File: src/rtl/bit_serial_adder.sv
// bit_serial_adder: WIDTH-bit adder that runs one full-adder cell over the operands, LSB first.
// Latency: start accepted at edge E0, done pulses in the cycle after edge E_WIDTH (one add per WIDTH+2 cycles).
// Backpressure: none; start is only honoured in IDLE, starts during SHIFT/DONE are dropped, not queued.
//
// Ports:
//   clk, reset      rising-edge clock, synchronous active-high reset
//   start, a, b, cin request and operands, sampled on the accepting edge only
//   busy            high during the WIDTH bit-processing cycles
//   done            one-cycle pulse; sum/cout (and ovf) valid from this cycle on
//   sum, cout       registered result, updated only at the completing edge or reset
//   ovf             two's-complement overflow, present only when BIT_SERIAL_ADDER_OVF_EN is defined
module bit_serial_adder #(
  parameter int WIDTH = 8
) (
  input  logic             clk,
  input  logic             reset,
  input  logic             start,
  input  logic [WIDTH-1:0] a,
  input  logic [WIDTH-1:0] b,
  input  logic             cin,
  output logic             busy,
  output logic             done,
  output logic [WIDTH-1:0] sum,
  output logic             cout
`ifdef BIT_SERIAL_ADDER_OVF_EN
  ,
  output logic             ovf
`endif
);

  localparam int CW = (WIDTH > 1) ? $clog2(WIDTH) : 1;
  localparam logic [CW-1:0] LAST_BIT = CW'(WIDTH - 1);

  typedef enum logic [1:0] {
    IDLE  = 2'd0,
    SHIFT = 2'd1,
    DONE  = 2'd2
  } state_t;

  state_t           state;
  state_t           state_nxt;
  logic [WIDTH-1:0] op_a;
  logic [WIDTH-1:0] op_b;
  logic [WIDTH-1:0] res_sh;
  logic             carry;
  logic [CW-1:0]    cnt;
  logic             fa_s;
  logic             fa_c;
  logic             last_bit;
  logic [WIDTH-1:0] res_full;

  // The single full-adder cell, always looking at the current LSBs and the carry flop.
  assign fa_s = op_a[0] ^ op_b[0] ^ carry;
  assign fa_c = (op_a[0] & op_b[0]) | (op_a[0] & carry) | (op_b[0] & carry);

  assign last_bit = (cnt == LAST_BIT);

  // Result bits enter from the MSB side, so after WIDTH shifts bit 0 has reached
  // the LSB. On the last shift the full result is the new bit plus the upper bits
  // already collected; it is written to sum directly so sum never ripples.
  assign res_full = {fa_s, res_sh[WIDTH-1:1]};

  // Next-state and state-decoded outputs.
  always_comb begin
    state_nxt = state;
    busy      = 1'b0;
    done      = 1'b0;
    case (state)
      IDLE: begin
        if (start) begin
          state_nxt = SHIFT;
        end
      end
      SHIFT: begin
        busy = 1'b1;
        if (last_bit) begin
          state_nxt = DONE;
        end
      end
      DONE: begin
        done      = 1'b1;
        state_nxt = IDLE;
      end
      default: begin
        state_nxt = IDLE;
      end
    endcase
  end

  // State register.
  always_ff @(posedge clk) begin
    if (reset) begin
      state <= IDLE;
    end else begin
      state <= state_nxt;
    end
  end

  // Operand shifters, carry flop, bit counter and result registers.
  always_ff @(posedge clk) begin
    if (reset) begin
      op_a   <= '0;
      op_b   <= '0;
      res_sh <= '0;
      carry  <= 1'b0;
      cnt    <= '0;
      sum    <= '0;
      cout   <= 1'b0;
`ifdef BIT_SERIAL_ADDER_OVF_EN
      ovf    <= 1'b0;
`endif
    end else begin
      case (state)
        IDLE: begin
          if (start) begin
            op_a  <= a;
            op_b  <= b;
            carry <= cin;
            cnt   <= '0;
          end
        end
        SHIFT: begin
          op_a   <= op_a >> 1;
          op_b   <= op_b >> 1;
          carry  <= fa_c;
          cnt    <= cnt + CW'(1);
          res_sh <= res_full;
          if (last_bit) begin
            sum  <= res_full;
            cout <= fa_c;
`ifdef BIT_SERIAL_ADDER_OVF_EN
            // carry is the carry into the MSB, fa_c the carry out of it.
            ovf  <= carry ^ fa_c;
`endif
          end
        end
        default: begin
        end
      endcase
    end
  end

endmodule

File: config.mk
export PLATFORM = sky130hd
export DESIGN_NAME = bit_serial_adder
export DESIGN_NICKNAME = d
export VERILOG_FILES = /design/src/rtl/bit_serial_adder.sv
export SDC_FILE = /design/constraint.sdc
export NUM_CORES = 1
export LEC_CHECK = 0
export BUFFER_PORTS_ARGS = -buffer_cell sky130_fd_sc_hd__clkbuf_2
export CAP_MARGIN = 20
export CELL_PAD_IN_SITES_DETAIL_PLACEMENT = 1
export CELL_PAD_IN_SITES_GLOBAL_PLACEMENT = 1
export CORE_MARGIN = 1.5
export CORE_UTILIZATION = 30
export DETAILED_ROUTE_END_ITERATION = 16
export PLACE_DENSITY = 0.58
export SYNTH_ARGS = -nofsm -noshare
export SYNTH_HDL_FRONTEND = slang
export SYNTH_SLANG_ARGS = --single-unit
export TNS_END_PERCENT = 5
File: constraint.sdc
create_clock -name clk -period 1.73 [get_ports clk]
set_input_delay 0.173 -clock clk [delete_from_list [all_inputs] [get_ports clk]]
set_output_delay 0.173 -clock clk [all_outputs]
set_load 0.005 [all_outputs]
==> results of run 1 <==
==> cell type report <==
cell class,instances,area [um2]
inverters,2,7.507
well taps,72,90.09
clock inverters,1,5.005
flip-flops and latches,38,760.7
fillers,634,3475
clock buffers,7,86.33
repair buffers,37,215.2
multi-input cells,119,799.5
==> power by group <==
group	switching (mW)	internal, mW
Clock	0.302	0.322
Combinational	0.116	0.101
Sequential	0.0273	0.916
==> placed cells by master (no fill, tap or decap), types with 6 or more instances in the layout <==
cell      Yosys  routed
clkbuf_2      0      30
buf_4         2       6
dfxtp_1      38      38
nor2_1       20      20
a211oi_2     15      15
nand2_1      32      32
clkbuf_8      0       6
mux2i_1      15      15
a21oi_1      18      18
==> state kept, by name, indices dropped and copies added, names as in the netlist <==
register	cells
carry	1
cnt	3
cout	1
op_a	8
op_b	8
res_sh	7
state	2
sum	8
==> layer usage <==
metal	up-vias	track usage, %	share of wire, %
met3	5	3.529	3.5
met2	18	22.09	49
met4	0	6.545	1.9
met1	618	15.33	45
met5	-	0	0
li1	653	-	-
==> per-stage QoR <==
stage                     power (mW)  hold WS [ns]  util (%)  instances
final                          1.784        0.1477     36.12        276
after global routing           1.878        0.1576     36.12        276
after CTS                      1.824        0.1375     36.12        276
after detailed placement       1.186        0.4505     34.44        268
after global placement         1.174        0.4464     34.44        268
after floorplan                1.131        0.3463         -        173
==> worst max-delay path, stage by stage, from the launching register on <==
cell and delay (ns):
dfxtp_1 0.55, nand2b_1 0.20, inv_2 0.11, clkbuf_2 0.13
==> how the worst max path moves through the flow <==
stage	start	endpoint	slack, ns	cells after the start
2_1_floorplan	cnt[0]	sum[7]	0.48	6
3_3_place_gp	cnt[0]	sum[7]	0.40	5
3_5_place_dp	cnt[0]	sum[6]	0.30	5
4_1_cts	state[1]	busy	0.25	3
5_1_grt	cnt[0]	sum[4]	0.15	5
6_report	state[1]	busy	0.28	3
==> cell families (layout without fill, tap and decap cells) <==
family | count (synthesis) | count (layout) | share of synthesized area, %
compound gates | 39 | 39 | 19.10
fa+ha+maj | 3 | 3 | 2.686
buf+inv | 16 | 47 | 6.939
flops | 38 | 38 | 45.37
mux | 15 | 15 | 8.955
simple gates | 62 | 62 | 16.94
==> key figures, run 1 <==
Status
  – Outcome: finished, final reports clean

CTS
  – CTS root buf: clkbuf_8
  – Clock Latency Late Sink: 0.29 ns
  – CTS tree: done
  – Hold buffer count at CTS: 0
  – TritonCTS Buffers: 5
  – Post-CTS sizing: 0
  – Clock slew at reported path FFs: 0.07 ns
  – Max H-tree Level: 2
  – Post-CTS setup repair buffer count: 0
  – Clk sinks: 38
  – Max Buffers Root-to-Sink: 2

Setup path
  – Flop-to-flop setup slack: 0.30 ns
  – CP Launch Type: flop
  – Worst reg2reg endpoint: cout
  – CP Max Fanout: 13
  – Setup Crit Path Kind: flop to primary output
  – Cells on worst reg2reg path: 5
  – R2R Path Start: cnt[0]
  – Worst EP required: 1.56 ns
  – CP Data Arrival Time: 1.27 ns
  – Setup crit end kind: primary output

Yosys
  – Area leader, netlist: dfxtp_1
  – Ys Warns: 0
  – Post-synth ARST share: 0%
  – Synth Flop Type: dfxtp_1
  – Sequential area share after synthesis: 45.37%
  – #FFs+latches synth: 38
  – Synthesized area per cell: 9.691 um2
  – Synth area leaders: dfxtp_1 45%, a211oi_2 11%, mux2i_1 9.0%
  – Number of synthesized flops with an enable pin: 0
  – Top-count cell post-synth: dfxtp_1
  – Syn Nets: 196
  – Synthesized area: 1677 um2
  – Distinct cell type count after synthesis: 28
  – Commonest cells in the netlist: 38 x dfxtp_1, 32 x nand2_1, 20 x nor2_1, 18 x a21oi_1
  – Post-synth top area share: 45.37%
  – Post-synthesis instance total: 173

Timing
  – Clock skew: 0.005496 ns
  – Period Utilization, post-route: 83.65%
  – Worst slew pin tran: 0.4752 ns
  – Setup violations, final: 0
  – Final WS setup: 0.2828 ns
  – Fin crit period: 1.447 ns
  – Max Fclk: 691.0 MHz
  – Final Hold Viols: 0
  – Slew HR: 68.32%
  – RSZ-0062 raised after global routing: false
  – Setup TNS Final: 0 ns
  – Max Slew Vio Count: 0

Floorplan
  – Die area: 6046 um2
  – IO Count: 31
  – Die Y: 77.76 um
  – Core Region: 5439 um2
  – Starting density of the core: 30.83%
  – Die X: 77.76 um
  – Row cnt: 27

Pwr
  – VDD IR max: 0.3852 mV
  – PD cells: 908.0 nW/um2
  – Leakage power: 0.7770 nW

Flow run
  – Number of max-cap violations: 0

Route
  – Number of iterations in the first detailed-routing pass: 3
  – DR vias: 1294
  – Routed vias/inst: 4.688
  – Routed WL per cell: 12.83 um
  – # DRC: 0
  – ANT nets after route: 0
  – Initial DRC Count: 54
  – Total routed wirelength: 3541 um

Place
  – DP HPWL: 2593 um
  – Placed inst area: 1873 um2
  – GP Congestion: 0.6505
  – Setup WS pre-CTS: 0.2982 ns
  – Port-buffer cells: 30

Cells and area
  – ANT cells: 0
  – Fin area: 1964 um2
  – Fraction of layout cells with a size suffix above 1: 30.88%
  – Final net count: 226
  – Synthesis-to-layout area growth: 17.16%

Global routing
  – Largest net degree at the start of global routing: 22
  – Initial antenna violation count: 0
  – Global route overflow: 0
  – Vias in the first global route: 1338
  – Global-route wire length before repair: 6237 um
  – All-Layer GR Usage: 13.16%

Worst hold path
  – Hold depth: 3
  – Hold Crit Class: input port to flop
  – Endpoint, Worst Hold: op_a[7]
  – Min-delay src: a[7]
No activity file was read; power rests on OpenSTA's default activity.
==> inputs of run 2 (changes only) <==
- ABC_AREA: default -> 1
- PLACE_DENSITY: 0.58 -> 0.63
- clock period: 1.73 -> 1.16 ns (I/O delays scaled with it)
==> run 2 against run 1 <==
Against the previous run:
- the run now ends with negative setup slack left
- combinational power rose by 72%
- hold slack got worse by 0.079 ns
- count of clock-buffer cells in the layout did not move
- via count rose by 16%
- utilization rose by 4.9 points
- critical path depth did not move
- cell count rose by 24%
- sequential power rose by 51%
- synthesized cell count rose by 34%
- area after synthesis fell by 1.3%
- global-route usage rose by 1.7 points
- routed wire length rose by 11%
- critical endpoint is now res_sh[7]
==> key figures, run 2 <==
Pwr
  – Leakage power: 1.006 nW (was 0.7770 nW)
  – VDD IR max: 0.6301 mV (was 0.3852 mV)
  – PD cells: 1271 nW/um2 (was 908.0 nW/um2)
  – Final total power: 2.714 mW (was 1.784 mW)

Setup path
  – CP Launch Type: flop (unchanged)
  – Setup Crit Path Kind: flop to flop (was flop to primary output)
  – Worst EP required: 1.36 ns (was 1.56 ns)
  – CP Max Fanout: 2 (was 13)
  – CP max stage cell: fa_2 (was dfxtp_1)
  – Flop-to-flop setup slack: -0.03 ns (was 0.30 ns)
  – Setup crit end kind: flop (was primary output)
  – CP delay by family, top: adder cells (was flip-flops)
  – CP bufs+invs: 0 (was 2)
  – Cell Chain, Critical Path: fa_2 -> nor2_2 -> a211oi_2 (was nand2b_1 -> inv_2 -> clkbuf_2)
  – CP Data Arrival Time: 1.39 ns (was 1.27 ns)
  – Biggest cell delay along the critical path: 0.60 ns (was 0.55 ns)

Cells and area
  – Multi-input logic area: 802.0 um2 (was 799.5 um2)
  – ANT cells: 0 (unchanged)
  – Seq. cell area: 770.7 um2 (was 760.7 um2)
  – Final Non-Filler Cells: 341 (was 276)
  – Largest registers: op_a x8, op_b x8, sum x8 (unchanged)
  – Fillers: 664 (was 634)
  – Most frequent cells in the layout: 64 x nor2_1, 36 x nand2_1, 32 x dfxtp_1 (was 38 x dfxtp_1, 32 x nand2_1, 30 x clkbuf_2)
  – Synthesis-to-layout area growth: 29.12% (was 17.16%)
  – Fraction of layout cells with a size suffix above 1: 28.41% (was 30.88%)
  – Final net count: 293 (was 226)
  – Commonest non-fill, non-tap cell in the layout: nor2_1 (was dfxtp_1)

CTS
  – CTS tree: done (unchanged)
  – TritonCTS Buffers: 5 (unchanged)
  – Max H-tree Level: 2 (unchanged)
  – CTS root buf: clkbuf_8 (unchanged)
  – Clock slew at reported path FFs: 0.07 ns (about the same)
  – Hold buffer count at CTS: 0 (unchanged)
  – Clock Latency Late Sink: 0.28 ns (was 0.29 ns)
  – Max Buffers Root-to-Sink: 2 (unchanged)
  – Clk sinks: 38 (unchanged)

Timing
  – Clock skew: 0.008029 ns (was 0.005496 ns)
  – Max Fclk: 840.4 MHz
  – Final WS setup: -0.02994 ns (was 0.2828 ns)
  – Worst slew pin tran: 0.2611 ns (was 0.4752 ns)
  – RSZ-0062 raised after global routing: true (was false)
  – Setup violations, final: 3 (was 0)
  – Final Hold Viols: 0 (unchanged)
  – Max Slew Vio Count: 0 (unchanged)
  – Fin crit period: 1.190 ns
  – Period Utilization, post-route: 102.6%
  – Slew HR: 82.57% (was 68.32%)
  – Hold WS: 0.06900 ns (was 0.1477 ns)

Yosys
  – Post-synth top area share: 45.99% (was 45.37%)
  – Synthesized area per cell: 7.161 um2 (was 9.691 um2)
  – Synth area leaders: dfxtp_1 46%, nor2_1 16%, nand2_1 8.4% (was dfxtp_1 45%, a211oi_2 11%, mux2i_1 9.0%)
  – Synthesized area: 1654 um2 (was 1677 um2)
  – #FFs+latches synth: 38 (unchanged)
  – Post-synthesis instance total: 231 (was 173)
  – Top-count cell post-synth: nor2_1 (was dfxtp_1)
  – Post-synth ARST share: 0% (unchanged)
  – Synth Flop Type: dfxtp_1 (unchanged)
  – Distinct cell type count after synthesis: 23 (was 28)
  – Commonest cells in the netlist: 71 x nor2_1, 38 x dfxtp_1, 37 x nand2_1, 24 x o21ai_0, 20 x inv_1 (was 38 x dfxtp_1, 32 x nand2_1, 20 x nor2_1, 18 x a21oi_1)
  – Syn Nets: 254 (was 196)
  – Area leader, netlist: dfxtp_1 (unchanged)
  – Ys Warns: 0 (unchanged)
  – Number of synthesized flops with an enable pin: 0 (unchanged)
  – Sequential area share after synthesis: 45.99% (was 45.37%)

Floorplan
  – Die area: 5968 um2 (was 6046 um2)
  – IO Count: 31 (unchanged)
  – Core Region: 5205 um2 (was 5439 um2)
  – Starting density of the core: 31.78% (was 30.83%)
  – Row cnt: 26 (was 27)
  – Die Y: 77.26 um (was 77.76 um)
  – Die X: 77.26 um (was 77.76 um)

Route
  – Routed vias/inst: 4.408 (was 4.688)
  – DR vias: 1503 (was 1294)
  – Total routed wirelength: 3947 um (was 3541 um)
  – # DRC: 0 (unchanged)
  – ANT nets after route: 0 (unchanged)
  – Number of iterations in the first detailed-routing pass: 4 (was 3)
  – Initial DRC Count: 55 (was 54)
  – Routed WL per cell: 11.57 um (was 12.83 um)

Global routing
  – Vias in the first global route: 1515 (was 1338)
  – Global-route wire length before repair: 7120 um (was 6237 um)
  – Global route overflow: 0 (unchanged)
  – All-Layer GR Usage: 14.89% (was 13.16%)
  – Initial antenna violation count: 0 (unchanged)
  – Largest net degree at the start of global routing: 32 (was 22)

Place
  – Placed Cells: 332 (was 268)
  – GP Congestion: 0.7415 (was 0.6505)
  – DP HPWL: 2820 um (was 2593 um)
  – Port-buffer cells: 30 (unchanged)
  – Setup WS pre-CTS: -0.06010 ns (was 0.2982 ns)

Status
  – Outcome: finished with violations (was finished, final reports clean)
  – Violated checks: negative setup slack

Flow run
  – Number of max-cap violations: 0 (unchanged)

Worst hold path
  – Hold Crit Class: input port to flop (unchanged)
## run 2: path summary, 6_finish.rpt
path | start | end | cells past startpoint
worst max-delay path | op_a[0] | res_sh[7] | 3
worst min-delay path | b[7] | op_b[7] | 3
worst max register to register | op_a[0] | res_sh[7] | 3
worst min register to register | op_b[7] | op_b[7] | 2
## run 2: worst register-to-register path, delay by kind of cell (launching register included)
| kind | cells | cell delay (ns) |
|---|---|---|
| compound gates | 1 | 0.13 |
| simple gates | 1 | 0.04 |
| fa+ha+maj | 1 | 0.60 |
| flops | 1 | 0.34 |
## run 2: per-layer routing
layer,up-vias,track usage (%),part of all wire (%)
li1,791,-,-
met1,688,19.19,49
met2,22,25.09,47
met3,2,3.571,3.3
met4,0,3.273,0.53
met5,-,0,0
## run 2: cell type report
type / instances / area share, %
clock inverter: 1 / 0.2343
sequential: 38 / 36.09
timing repair buffer: 43 / 13.88
tap: 70 / 4.101
multi-input combinational: 160 / 37.55
inverter: 22 / 4.101
clock buffer: 7 / 4.042
## run 2: cell families (layout without fill, tap and decap cells)
logic type               Yosys count  after routing  share of synthesized area, %
flip-flops                        38             38                         45.99
adder cells (fa/ha/maj)            3              3                         2.723
AO/OA/AOI/OAI                     39             39                         12.86
AND/OR/NAND/NOR                  118            118                         29.43
buffers and inverters             33             73                         9.001
## run 2: power by group
group / internal, mW / switching, mW / leakage (nW) / total (mW)
Sequential: 1.38 / 0.0485 / 0.314 / 1.43
Clock: 0.480 / 0.436 / 0.0482 / 0.916
Combinational: 0.165 / 0.207 / 0.643 / 0.372
Total: 2.02 / 0.692 / 1.01 / 2.71
## run 2: repair_timing
item,4_1_cts,5_1_grt
pin swaps,3,1
endpoints found under the setup margin,20,25
setup buffers,1,0
resized for setup,18,12
## run 2: metrics by stage
stage                     TNS (ns)  instance area, um2  util [%]
final                     -0.05997                2136     41.03
after floorplan                  0                1687         -
after global routing       -0.7865                2136     41.03
after detailed placement   -0.4233                1986     38.15
after CTS                  -0.1420                2107     40.48
after global placement     -0.1151                1986     38.15
